`src/rtl/led_burst_scheduler.sv`:
```
// led_burst_scheduler: arbitrates LED-bank requests and runs one timed blink burst per grant.
// Define LED_RR_ARB_EN for round-robin arbitration; the default build uses fixed priority (lowest index).
module led_burst_scheduler #(
  parameter int NREQ     = 3,
  parameter int LEDW     = 10,
  parameter int TICK_DIV = 25_000_000,
  parameter int BURST    = 8
) (
  input  logic                 clk,
  input  logic                 rst,
  input  logic [NREQ-1:0]      req,
  input  logic [NREQ*LEDW-1:0] pat,
  output logic [NREQ-1:0]      grant,
  output logic                 busy,
  output logic                 done,
  output logic                 tick,
  output logic [LEDW-1:0]      leds
);

  localparam int PW = $clog2(TICK_DIV);
  localparam int CW = $clog2(BURST + 1);
  localparam int IW = $clog2(NREQ);
  localparam logic [PW-1:0] PRESC_MAX = PW'(TICK_DIV - 1);
  localparam logic [CW-1:0] CNT_LAST  = CW'(BURST - 1);

  typedef enum logic [1:0] {IDLE, RUN, DONE} state_t;
  state_t state, state_nxt;

  logic [PW-1:0]   presc;
  logic [CW-1:0]   cnt;
  logic [IW-1:0]   owner;
  logic [IW-1:0]   win;
  logic            win_vld;
  logic [LEDW-1:0] pat_q;
  logic            on_phase;
  logic            owner_req;
  logic            phase_end;
  logic            last_tick;

  assign owner_req = req[owner];
  assign phase_end = (presc == PRESC_MAX);
  assign last_tick = phase_end && (cnt == CNT_LAST);

`ifdef LED_RR_ARB_EN
  logic [IW-1:0] ptr;
  logic [IW-1:0] idx;

  // Scanning from the far end keeps the hit closest to ptr as the final winner.
  always_comb begin
    win     = '0;
    win_vld = 1'b0;
    idx     = '0;
    for (int k = NREQ - 1; k >= 0; k--) begin
      idx = IW'((int'(ptr) + k) % NREQ);
      if (req[idx]) begin
        win     = idx;
        win_vld = 1'b1;
      end
    end
  end

  always_ff @(posedge clk) begin
    if (rst)
      ptr <= '0;
    else if (state == RUN && (!owner_req || last_tick))
      ptr <= (owner == IW'(NREQ - 1)) ? '0 : owner + 1'b1;
  end
`else
  always_comb begin
    win     = '0;
    win_vld = 1'b0;
    for (int k = NREQ - 1; k >= 0; k--) begin
      if (req[k]) begin
        win     = IW'(k);
        win_vld = 1'b1;
      end
    end
  end
`endif

  always_ff @(posedge clk) begin
    if (rst) state <= IDLE;
    else     state <= state_nxt;
  end

  // Abort is tested before the tick so a dropped request wins even on the final phase.
  always_comb begin
    state_nxt = state;
    case (state)
      IDLE:    if (win_vld) state_nxt = RUN;
      RUN:     if (!owner_req)    state_nxt = IDLE;
               else if (last_tick) state_nxt = DONE;
      DONE:    state_nxt = IDLE;
      default: state_nxt = IDLE;
    endcase
  end

  always_ff @(posedge clk) begin
    if (rst) begin
      presc    <= '0;
      cnt      <= '0;
      owner    <= '0;
      pat_q    <= '0;
      on_phase <= 1'b0;
    end else begin
      case (state)
        IDLE: if (win_vld) begin
          owner    <= win;
          pat_q    <= pat[win*LEDW +: LEDW];
          presc    <= '0;
          cnt      <= '0;
          on_phase <= 1'b1;
        end
        RUN: if (phase_end) begin
          presc    <= '0;
          cnt      <= cnt + 1'b1;
          on_phase <= ~on_phase;
        end else begin
          presc    <= presc + 1'b1;
        end
        default: ;
      endcase
    end
  end

  always_comb begin
    grant = '0;
    busy  = 1'b0;
    done  = 1'b0;
    tick  = 1'b0;
    leds  = '0;
    case (state)
      RUN: begin
        grant[owner] = 1'b1;
        busy         = 1'b1;
        tick         = phase_end && owner_req;
        leds         = on_phase ? pat_q : '0;
      end
      DONE: begin
        busy = 1'b1;
        done = 1'b1;
      end
      default: ;
    endcase
  end

endmodule
```
`config.mk`:
```
export PLATFORM = sky130hd
export DESIGN_NAME = led_burst_scheduler
export DESIGN_NICKNAME = d
export VERILOG_FILES = /design/src/rtl/led_burst_scheduler.sv
export SDC_FILE = /design/constraint.sdc
export NUM_CORES = 1
export LEC_CHECK = 0
export ABC_AREA = 0
export CORE_MARGIN = 2
export CORE_UTILIZATION = 47
export DETAILED_ROUTE_END_ITERATION = 8
export GPL_TIMING_DRIVEN = 1
export MAX_ROUTING_LAYER = met4
export PLACE_DENSITY = 0.76
export SLEW_MARGIN = 25
export SYNTH_ARGS = -nofsm -noshare
export SYNTH_HDL_FRONTEND = slang
export SYNTH_SLANG_ARGS = --single-unit
export TNS_END_PERCENT = 100
```
`constraint.sdc`:
```
create_clock -name clk -period 1.88 [get_ports clk]
set_clock_uncertainty 0.05 [all_clocks]
set_input_delay 0.564 -clock clk [delete_from_list [all_inputs] [get_ports clk]]
set_output_delay 0.564 -clock clk [all_outputs]
set_load 0.01 [all_outputs]
```
After elaboration in Yosys (flattened, before gate mapping):

Cells that the tools add are included.

* input bits: 35
* logic and storage cells: 59
* flip-flop bits (word level): 44
* output and inout bits: 16

* order comparisons: 2
* add/subtract/negate cells: 2
* bitwise logic cells: 1
* equality and inequality tests: 7
* $mul: 1
* reductions and logical operators: 10
* shift operators: 1
* muxes and demuxes: 29

Operator list (number)
* $mux 25: 2
* $pmux 25 s2: 1
* $shiftx 30x7->10: 1
* $add 25x1->25 const B: 1
* $eq 25x25->1 const B: 1
* $mux 10: 2
* $mux 2: 6
* $mux 1: 10
* $mux 4: 2
* $pmux 4 s2: 1
* $reduce_and 2->1: 3
* $mul 2x3->5 const B: 1
* $add 4x1->4 const B: 1
* $eq 4x3->1 const B: 1
* $ne 2x2->1 const B: 2
* $pmux 2 s2: 1
* $logic_and 1x1->1: 3
* $lt 2x3->1 const B: 1
* $mux 3: 1
* $ne 3x3->1 const B: 1
* $reduce_and 3->1: 1
* $bmux 1 s2: 1
* $demux 1 s2: 1
* $eq 2x1->1 const B: 1
* 7 further kinds: 7

Logic depth before layout (Yosys ltp):

* depth after elaboration: 5
* depth in mapped cells: 9
* gate-level depth less buffers: 7

Worst setup path before layout:

OpenSTA, ideal clock, no wires.

* path kind: in2out
* start: input req[0]
* end: output tick
* path buffers: 1
* stages: 5
* data arrival time: 1410 ps
* path slack: -144 ps
* data required time: 1266 ps
* path through: buf_2 -> inv_1 -> o211ai_1 -> nand3_1 -> nor3_1

* word-level cells in the longest chain between the ends: 4

RTL lines
* from (decl): RTL line 11 `input logic [NREQ-1:0] req,`
* $bmux 1 s2: RTL line 40 `assign owner_req = req[owner];`
* $mux 1 (not written as such): RTL line 40
* $logic_and 1x1->1: RTL line 136 `tick = phase_end && owner_req;`
* $mux 1: RTL line 132 `case (state)`
* to (decl): RTL line 16 `output logic tick,`

No other way between the ends. The select of a mux whose other input is x is not followed.

Worst setup path in the final report:

* start: register presc[1]
* end: output tick

* word-level cells in the longest chain between the ends: 3

RTL lines
* from (decl): RTL line 29 `logic [PW-1:0] presc;`
* from (signal assigned): RTL line 119 `presc <= presc + 1'b1;`
* $eq 25x25->1: RTL line 41 `assign phase_end = (presc == PRESC_MAX);`
* $logic_and 1x1->1: RTL line 136
* $mux 1: RTL line 132

No other way between the ends.

==> impl_metrics.ini <==
[outcome]
status = finished, violations left
violations = setup timing

[final_layout]
nets = 503
synthToLayoutAreaGrowth_pct = 65.5
final_common_cell = buf_4
fin_util_pct = 80.1
drive_above_1_share_pct = 41.2
multi_input_area_um2 = 1980
ff_latch_area_um2 = 891
final_cell_mix = buf_4 (63), nand2_1 (50), dfxtp_1 (36), clkdlybuf4s50_1 (31), buf_6 (25)
fill_cells = 348
n_antenna_cell = 0
final_cell_area_um2 = 4410

[clock_tree]
clockRootBuffer = clkbuf_8
numCtsBuffers = 5
clkLatencyLatePin_ps = 310
htree_levels = 2
cts.sinks = 44
cts_hold_buf = 0
cts_buffer_depth = 2
cts_tree = built
clkSlewWorstSetupHoldPaths_ps = 90

[floorplan]
rows = 27
initial_core_util_pct = 48.4
die_y_um = 79.3
dieArea_um2 = 6290
fp.dieW_um = 79.3
io_pins = 51
core-area_um2 = 5510

[critical_path]
slowest_stage = dfxtp_2
cp-start-kind = register
critPathTopFamily = simple AND/OR/NAND/NOR gates
path_cells = ha_4 -> and3_4 -> nand4_1 -> nor3_2 -> buf_2
slowest_delay_ps = 380
end_kind = output pin
worstPathArrival_ps = 1530
setup.worst_path.class = reg -> out
worst-path-buf-inv = 1
path_max_fanout = 2
worstPathRequired_ps = 1270

[placed_design]
dp_hpwl_um = 5490
place_area_um2 = 3690
io_buffers = 50
gp_congestion = 0.869

[synth]
syn-cell-area_um2 = 2670
syn-num-nets = 386
async_reset_ff_share_pct = 0
yosysUniqueCellTypes = 54
yosys.area_share.simple_pct = 36.1
ys.flop_type = dfxtp_1
ys_ff_latch = 44
synth_top_family_by_area = simple AND/OR/NAND/NOR gates
synth_compound_area_share_pct = 20.9
synth_edf_count = 0
syn_inst = 346
yosysSeqAreaShare_pct = 33.1
yosysWarnings = 0
yosys.area_share.adder_pct = 2.35
synth_mux_area_share_pct = 0.423
avgSynthCellArea_um2 = 7.70
synth_xor_area_share_pct = 1.31

[global_route]
grt-ovfl-total = 0
globalRouteTotalUtil_pct = 29.2
first_global_vias = 3151
grt_max_degree = 29
grt_pass1_wl_um = 14200
antenna_found_initial = 0

[timing]
hold_viol = 0
worstMarginPinSlew_ps = 413
rsz0062_at_grt = yes
setup_slack_ps = -264
fin_tns_setup_ps = -2220
hold_slack_ps = 406
relSlewSlack_pct = 72.5
fmax_mhz = 466
post-route-min-period_ps = 2140
setup_viol = 38
drv_slew = 0
min_period_over_period_pct = 114

[power_and_ir_drop]
p_switching_mw = 0.813
clockPowerShare_pct = 29.7
peakVddDrop_mv = 0.372
power_density_nw_per_um2 = 606
sw_frac_of_total_pct = 30.4
intPower_mw = 1.86
cellLeakagePower_nw = 1.69
p_seq_share_pct = 37.5
comb_power_share_pct = 32.8

[routing]
ant_nets = 0
initialDrtViolationCount = 294
drtPass1Iterations = 5
detail_route.vias_per_cell = 6.24
drc = 0
post_drt_wl_per_cell_um = 18.3
via_count = 3343
wirelength_um = 9820

[flow_run]
cap_violations = 0

[hold_path]
hold_class = reg -> reg
[worst paths after layout]
check | start | endpoint | slack, ps | depth (start not counted)
setup / recovery | presc[1] | tick | -260 | 5
hold / removal | pat_q[7] | pat_q[7] | 410 | 2
setup reg to reg | state[1] | cnt[1] | -120 | 9
hold reg to reg | pat_q[7] | pat_q[7] | 410 | 2
[cell usage after synthesis (10+ instances only)]
| cell type | n | area (um2) |
|---|---|---|
| nand2_1 | 55 | 206 |
| clkbuf_1 | 16 | 60.1 |
| dfxtp_1 | 44 | 881 |
| a31oi_1 | 21 | 131 |
| nand4_1 | 10 | 62.6 |
| a22oi_1 | 11 | 82.6 |
| inv_1 | 10 | 37.5 |
| and3_1 | 16 | 100 |
| a21oi_1 | 19 | 95.1 |
| o21ai_0 | 13 | 65.1 |
| nand3_1 | 22 | 110 |
| nor2_1 | 13 | 48.8 |
[registers in the layout, indices dropped and copies added (netlist names)]
register and cells:
cnt 4, on_phase 1, owner 2, pat_q 10
presc 25, state 2
[worst reg2reg max path, cell delays in order (launching register included)]
cell,delay (ps)
dfxtp_2,340
inv_2,80
buf_6,110
ha_4,140
buf_6,90
or4b_4,480
o21ai_4,180
clkbuf_16,230
o21ai_2,60
a21oi_2,170
[cell type report]
cell class                 instances  share of cell area, %
clock buffer                       6                   1.87
sequential                        44                   20.2
timing repair buffer             135                   29.1
multi-input combinational        267                   45.0
tap                               72                   2.04
inverter                          10                  0.908
clock inverter                     2                  0.879
[through the flow]
step | setup WS, ps | total power, mW | instances
6_report | -264 | 2.67 | 536
5_1_grt | -295 | 2.76 | 536
4_1_cts | -179 | 2.55 | 533
3_5_place_dp | -1000 | 1.62 | 511
3_3_place_gp | -980 | 1.61 | 511
2_1_floorplan | -18.5 | 1.32 | 346
[power by group through the flow]
stage	clock (mW)	combinational [mW]	sequential [mW]
finish	0.795	0.876	1.00
global route	0.829	0.927	1.01
CTS	0.787	0.766	0.998
detailed placement	0	0.612	1.01
global placement	0	0.601	1.01
floorplan	0	0.317	1.00
[per-layer routing]
| metal | up-vias | part of all wire, % | GRT usage [%] |
|---|---|---|---|
| met3 | 48 | 7.5 | 4.66 |
| met1 | 1580 | 38 | 32.8 |
| met5 | - | 0 | - |
| met4 | 0 | 4.6 | 11.4 |
| met2 | 201 | 50 | 51.8 |
| li1 | 1514 | - | - |
[cell families after synthesis]
| kind of cell | Yosys count |
|---|---|
| simple gates | 168 |
| compound gates | 89 |
| flops | 44 |
| buf+inv | 35 |
| fa+ha+maj | 5 |
| xor+xnor | 4 |
| mux | 1 |
[what timing repair did]
action	CTS	global route
gates cloned	3	3
hold endpoints to repair	0	0
pin swaps	37	36
endpoints found under the setup margin	48	46
setup buffers	11	4
resized for setup	137	45
No activity file was read; power rests on OpenSTA's default activity.
